===== config.mk =====
export PLATFORM = sky130hd
export DESIGN_NAME = lane_spawner
export DESIGN_NICKNAME = d
export VERILOG_FILES = /design/src/rtl/lane_spawner.sv
export SDC_FILE = /design/constraint.sdc
export NUM_CORES = 1
export LEC_CHECK = 0
export ABC_CLOCK_PERIOD_IN_PS = 4850
export CAP_MARGIN = 20
export CORE_MARGIN = 2
export CORE_UTILIZATION = 58
export CTS_BUF_LIST = sky130_fd_sc_hd__clkbuf_16
export DETAILED_ROUTE_END_ITERATION = 10
export PLACE_DENSITY = 0.82
export SYNTH_ARGS = -nofsm -noshare
export SYNTH_HDL_FRONTEND = slang
export SYNTH_SLANG_ARGS = --single-unit
export TNS_END_PERCENT = 10

===== constraint.sdc =====
create_clock -name clk -period 4.85 [get_ports clk]
set_input_delay 0.97 -clock clk [delete_from_list [all_inputs] [get_ports clk]]
set_output_delay 0.97 -clock clk [all_outputs]
set_load 0.02 [all_outputs]

===== src/rtl/lane_spawner.sv =====
// lane_spawner
// Turns a serial random-bit stream into lane picks (0..2) for obstacle
// spawning. Two consecutive bits form a pick, MSB first. A pick of 3 is
// thrown away and counted, and collection starts over. An accepted pick is
// held until the spawn period comes due, then it is written into a small
// FIFO. Game logic drains the FIFO through a valid/ready handshake.
//
// Ports:
//   clk         system clock, all logic on posedge
//   rst         synchronous active-high reset
//   rand_bit    serial random bit, sampled every clock while collecting
//   tick        one-cycle game-step strobe that drives the spawn period
//   lane_ready  consumer accepts the head entry this cycle
//   lane_valid  FIFO holds at least one entry
//   lane        head lane (0..2), 0 while the FIFO is empty
//   reject_cnt  saturating count of discarded picks
//   missed      sticky flag: a spawn came due while one was still pending
module lane_spawner #(
  parameter int SPAWN_PERIOD = 8,
  parameter int FIFO_DEPTH   = 4
) (
  input  logic       clk,
  input  logic       rst,
  input  logic       rand_bit,
  input  logic       tick,
  input  logic       lane_ready,
  output logic       lane_valid,
  output logic [1:0] lane,
  output logic [7:0] reject_cnt,
  output logic       missed
);

  localparam int PTR_W = $clog2(FIFO_DEPTH);
  localparam int CNT_W = PTR_W + 1;
  localparam int PER_W = $clog2(SPAWN_PERIOD);

  typedef enum logic {
    COLLECT,
    HOLD
  } state_t;

  state_t             state_q, state_d;
  logic               bitCnt_q, bitCnt_d;
  logic               sr_q, sr_d;
  logic [1:0]         cand_q, cand_d;
  logic [PER_W-1:0]   periodCnt_q, periodCnt_d;
  logic               due_q, due_d;
  logic [PTR_W-1:0]   wrPtr_q, wrPtr_d;
  logic [PTR_W-1:0]   rdPtr_q, rdPtr_d;
  logic [CNT_W-1:0]   count_q, count_d;
  logic [7:0]         rejectCnt_q, rejectCnt_d;
  logic               missed_q, missed_d;
  logic [1:0]         mem_q [FIFO_DEPTH];

  logic       pop;
  logic       full;
  logic       wrap;
  logic       pushOk;
  logic [1:0] pickValue;

  // A full FIFO still accepts a push when the head leaves in the same cycle.
  assign pop       = (count_q != '0) & lane_ready;
  assign full      = (count_q == CNT_W'(FIFO_DEPTH));
  assign wrap      = tick & (periodCnt_q == PER_W'(SPAWN_PERIOD - 1));
  assign pushOk    = (state_q == HOLD) & due_q & (~full | pop);
  assign pickValue = {sr_q, rand_bit};

  // Pick assembly and hold. The shift bit and bit counter only move while
  // collecting; bits arriving during HOLD are ignored.
  always_comb begin
    state_d     = state_q;
    bitCnt_d    = bitCnt_q;
    sr_d        = sr_q;
    cand_d      = cand_q;
    rejectCnt_d = rejectCnt_q;
    case (state_q)
      COLLECT: begin
        sr_d     = rand_bit;
        bitCnt_d = ~bitCnt_q;
        if (bitCnt_q) begin
          if (pickValue == 2'd3) begin
            if (rejectCnt_q != 8'hFF) begin
              rejectCnt_d = rejectCnt_q + 8'd1;
            end
          end else begin
            cand_d  = pickValue;
            state_d = HOLD;
          end
        end
      end
      HOLD: begin
        if (pushOk) begin
          state_d  = COLLECT;
          bitCnt_d = 1'b0;
        end
      end
      default: state_d = COLLECT;
    endcase
  end

  // Spawn period. A wrap in the same cycle as a push re-arms due, so the
  // next held pick is released on the following opportunity.
  always_comb begin
    periodCnt_d = periodCnt_q;
    due_d       = due_q;
    missed_d    = missed_q | (wrap & due_q & ~pushOk);
    if (tick) begin
      periodCnt_d = wrap ? '0 : periodCnt_q + PER_W'(1);
    end
    if (pushOk) begin
      due_d = 1'b0;
    end
    if (wrap) begin
      due_d = 1'b1;
    end
  end

  // FIFO bookkeeping. Pointers are power-of-two wide so they wrap by overflow.
  always_comb begin
    wrPtr_d = wrPtr_q + PTR_W'(pushOk);
    rdPtr_d = rdPtr_q + PTR_W'(pop);
    count_d = count_q + CNT_W'(pushOk) - CNT_W'(pop);
  end

  always_ff @(posedge clk) begin
    if (rst) begin
      state_q     <= COLLECT;
      bitCnt_q    <= 1'b0;
      sr_q        <= 1'b0;
      cand_q      <= 2'd0;
      periodCnt_q <= '0;
      due_q       <= 1'b0;
      wrPtr_q     <= '0;
      rdPtr_q     <= '0;
      count_q     <= '0;
      rejectCnt_q <= 8'd0;
      missed_q    <= 1'b0;
    end else begin
      state_q     <= state_d;
      bitCnt_q    <= bitCnt_d;
      sr_q        <= sr_d;
      cand_q      <= cand_d;
      periodCnt_q <= periodCnt_d;
      due_q       <= due_d;
      wrPtr_q     <= wrPtr_d;
      rdPtr_q     <= rdPtr_d;
      count_q     <= count_d;
      rejectCnt_q <= rejectCnt_d;
      missed_q    <= missed_d;
    end
  end

  // Storage is not reset; the lane output is masked to 0 while empty.
  always_ff @(posedge clk) begin
    if (pushOk && !rst) begin
      mem_q[wrPtr_q] <= cand_q;
    end
  end

  assign lane_valid = (count_q != '0);
  assign lane       = lane_valid ? mem_q[rdPtr_q] : 2'd0;
  assign reject_cnt = rejectCnt_q;
  assign missed     = missed_q;

endmodule


==> impl_metrics.py <==
metrics = {
    "floorplanning": {
        "core_mm2": 0.00245,
        "fp.dieW_um": 54.8,
        "pin_count": 17,
        "initial_core_util_pct": 61.1,
        "dieArea_mm2": 0.00301,
        "die_height_um": 54.8,
        "fp-row-count": 18,
    },
    "logic_synthesis": {
        "synthFlopType": "dfxtp_1",
        "synthCells": 136,
        "yosysMostFrequentCell": "dfxtp_1",
        "synth_area_leaders": "dfxtp_1 33%, edfxtp_1 16%, ha_1 5.8%",
        "synth.top_cell.area_share_pct": 33.4,
        "post_synth.cell_area_avg_um2": 11.0,
        "ys_types": 37,
        "synth_nets": 149,
        "synth_edf_count": 8,
        "synth_top_area_cell": "dfxtp_1",
        "ys_ff_latch": 33,
        "netlist_area_mm2": 0.00150,
        "synthArstFlopShare_pct": 0,
        "synthTopCellsByCount": "25 x dfxtp_1, 21 x nor2_1, 8 x edfxtp_1",
        "ys_warn_count": 0,
        "yosysSeqAreaShare_pct": 49.4,
    },
    "clocking": {
        "cts_sinks": 33,
        "clock_latency_ns": 0.27,
        "cts_tree": "built",
        "htree_levels": 2,
        "cts_buffer_depth": 2,
        "clk_transition_reported_paths_ns": 0.05,
        "cts_resized": 0,
        "hold_buffers": 0,
        "post-cts-setup-buffer-count": 0,
        "numCtsBuffers": 5,
        "cts_root_buf": "clkbuf_16",
    },
    "setup_path": {
        "r2r_setup_slack_ns": 2.52,
        "cp_max_fo": 8,
        "setup.worst_path.class": "input port to flop",
        "critPathRequiredTime_ns": 5.01,
        "cp_data_arrival_time_ns": 3.21,
        "start_kind": "input port",
        "end_kind": "flop",
    },
    "sta": {
        "tns_ns": 0,
        "max_slew.worst_pin.slew_ns": 0.538,
        "setup_violations": 0,
        "rsz0062_at_grt": "no",
        "period_share_pct": 62.9,
        "worst_clock_skew_ns": 0.00242,
        "period_needed_ns": 3.05,
        "slew_violations": 0,
        "slew_headroom_pct": 63.7,
        "finalHoldViolations": 0,
        "clock.fmax_mhz": 328,
    },
    "power": {
        "power_density_mw_per_mm2": 443,
        "leakagePower_nw": 0.703,
        "peakVddDrop_uv": 374,
        "fin_total_pwr_uw": 809,
    },
    "global_route": {
        "antenna_found_initial": 0,
        "grt_max_degree": 30,
        "grt_usage_pct": 22.7,
        "grt_pass1_vias": 1034,
        "grt_pass1_wl_um": 4510,
        "gr-total-overflow": 0,
    },
    "final_layout": {
        "drive_gt1_share_pct": 11.5,
        "area_growth_pct": 21.9,
        "final.fill_count": 171,
        "final_nets": 169,
        "num_antenna_cells": 0,
    },
    "status": {
        "status": "complete, no violations",
    },
    "run": {
        "maxCapViolCount": 0,
    },
    "detailed_routing": {
        "post_drt_wl_per_cell_um": 15.2,
        "postRouteAntennaNets": 0,
        "first_pass_iters": 4,
        "wirelength_um": 2850,
        "drtIter0Drc": 18,
        "drcViolationCount": 0,
        "vias_per_cell": 5.60,
        "vias": 1048,
    },
    "min_path": {
        "hold_class": "flop to flop",
    },
    "place": {
        "place_congestion": 0.734,
        "detailed_place_hpwl_um": 1870,
        "port_buffers": 16,
    },
}
## worst max-delay path, cell delays in order
cell and delay (ns):
clkdlybuf4s50_1 0.42, or4b_4 0.52, nand3_4 0.15, ha_1 0.14
inv_1 0.04, ha_1 0.19, fa_1 0.39, xnor2_1 0.19
xnor2_1 0.14, nor2_1 0.05
## cell type report
| type | count | area, µm² | area share [%] |
|---|---|---|---|
| Clock inverter | 3 | 13.8 | 0.753 |
| Clock buffer | 5 | 125 | 6.85 |
| Inverter | 7 | 26.3 | 1.44 |
| Timing Repair Buffer | 17 | 168 | 9.18 |
| Tap cell | 30 | 37.5 | 2.05 |
| Sequential cell | 33 | 741 | 40.5 |
| Multi-Input combinational cell | 92 | 716 | 39.2 |
## sequential cells by signal (all words and copies together) (netlist names), 2 cells and up
signal       cells
mem_q            8
periodCnt_q      3
wrPtr_q          2
cand_q           2
rdPtr_q          2
count_q          3
reject_cnt       8
## placed cells by master (no fill, tap or decap), types with 6 or more instances in the layout
cell / instances
nor2b_1: 7
ha_1: 7
inv_1: 8
dfxtp_1: 25
edfxtp_1: 8
clkdlybuf4s50_1: 16
nor2_1: 21
xnor2_1: 6
## layer usage
layer / up-vias / share of wire, % / track usage (%)
met3: 2 / 4.0 / 8.47
met2: 22 / 56 / 41.1
met5: - / 0 / 0
met4: 0 / 0.39 / 9.58
met1: 495 / 40 / 22.9
li1: 529 / - / -
## power by group
part | switching (mW) | internal [mW] | total, mW
Combinational | 0.0865 | 0.0977 | 0.184
Sequential | 0.0268 | 0.306 | 0.333
Clock | 0.105 | 0.186 | 0.291
## path summary, 6_finish.rpt
check | start | end | cells past startpoint
hold reg to reg | cand_q[1] | mem_q[1][1] | 0
hold / removal | cand_q[1] | mem_q[1][1] | 0
setup reg to reg | count_q[2] | count_q[2] | 9
setup / recovery | lane_ready | count_q[2] | 10
## cell families after synthesis
kind of cell | count (synthesis) | synth area share, %
AND/OR/NAND/NOR | 56 | 21.9
multiplexers | 7 | 6.34
AO/OA/AOI/OAI | 14 | 8.26
adder cells (fa/ha/maj) | 8 | 7.18
buffers and inverters | 11 | 2.84
XOR/XNOR | 7 | 4.09
flip-flops | 33 | 49.4
## stage by stage
stage          area (µm²)  setup WS, ns  util, %  std cells  hold slack (ns)
2_1_floorplan        1500          2.09        -        136            0.461
3_3_place_gp         1690          1.64     68.8        179            0.469
3_5_place_dp         1690          1.54     68.8        179            0.490
4_1_cts              1830          1.80     74.4        187            0.504
5_1_grt              1830          1.74     74.4        187            0.525
6_report             1830          1.80     74.4        187            0.504
No activity file was read; power rests on OpenSTA's default activity.
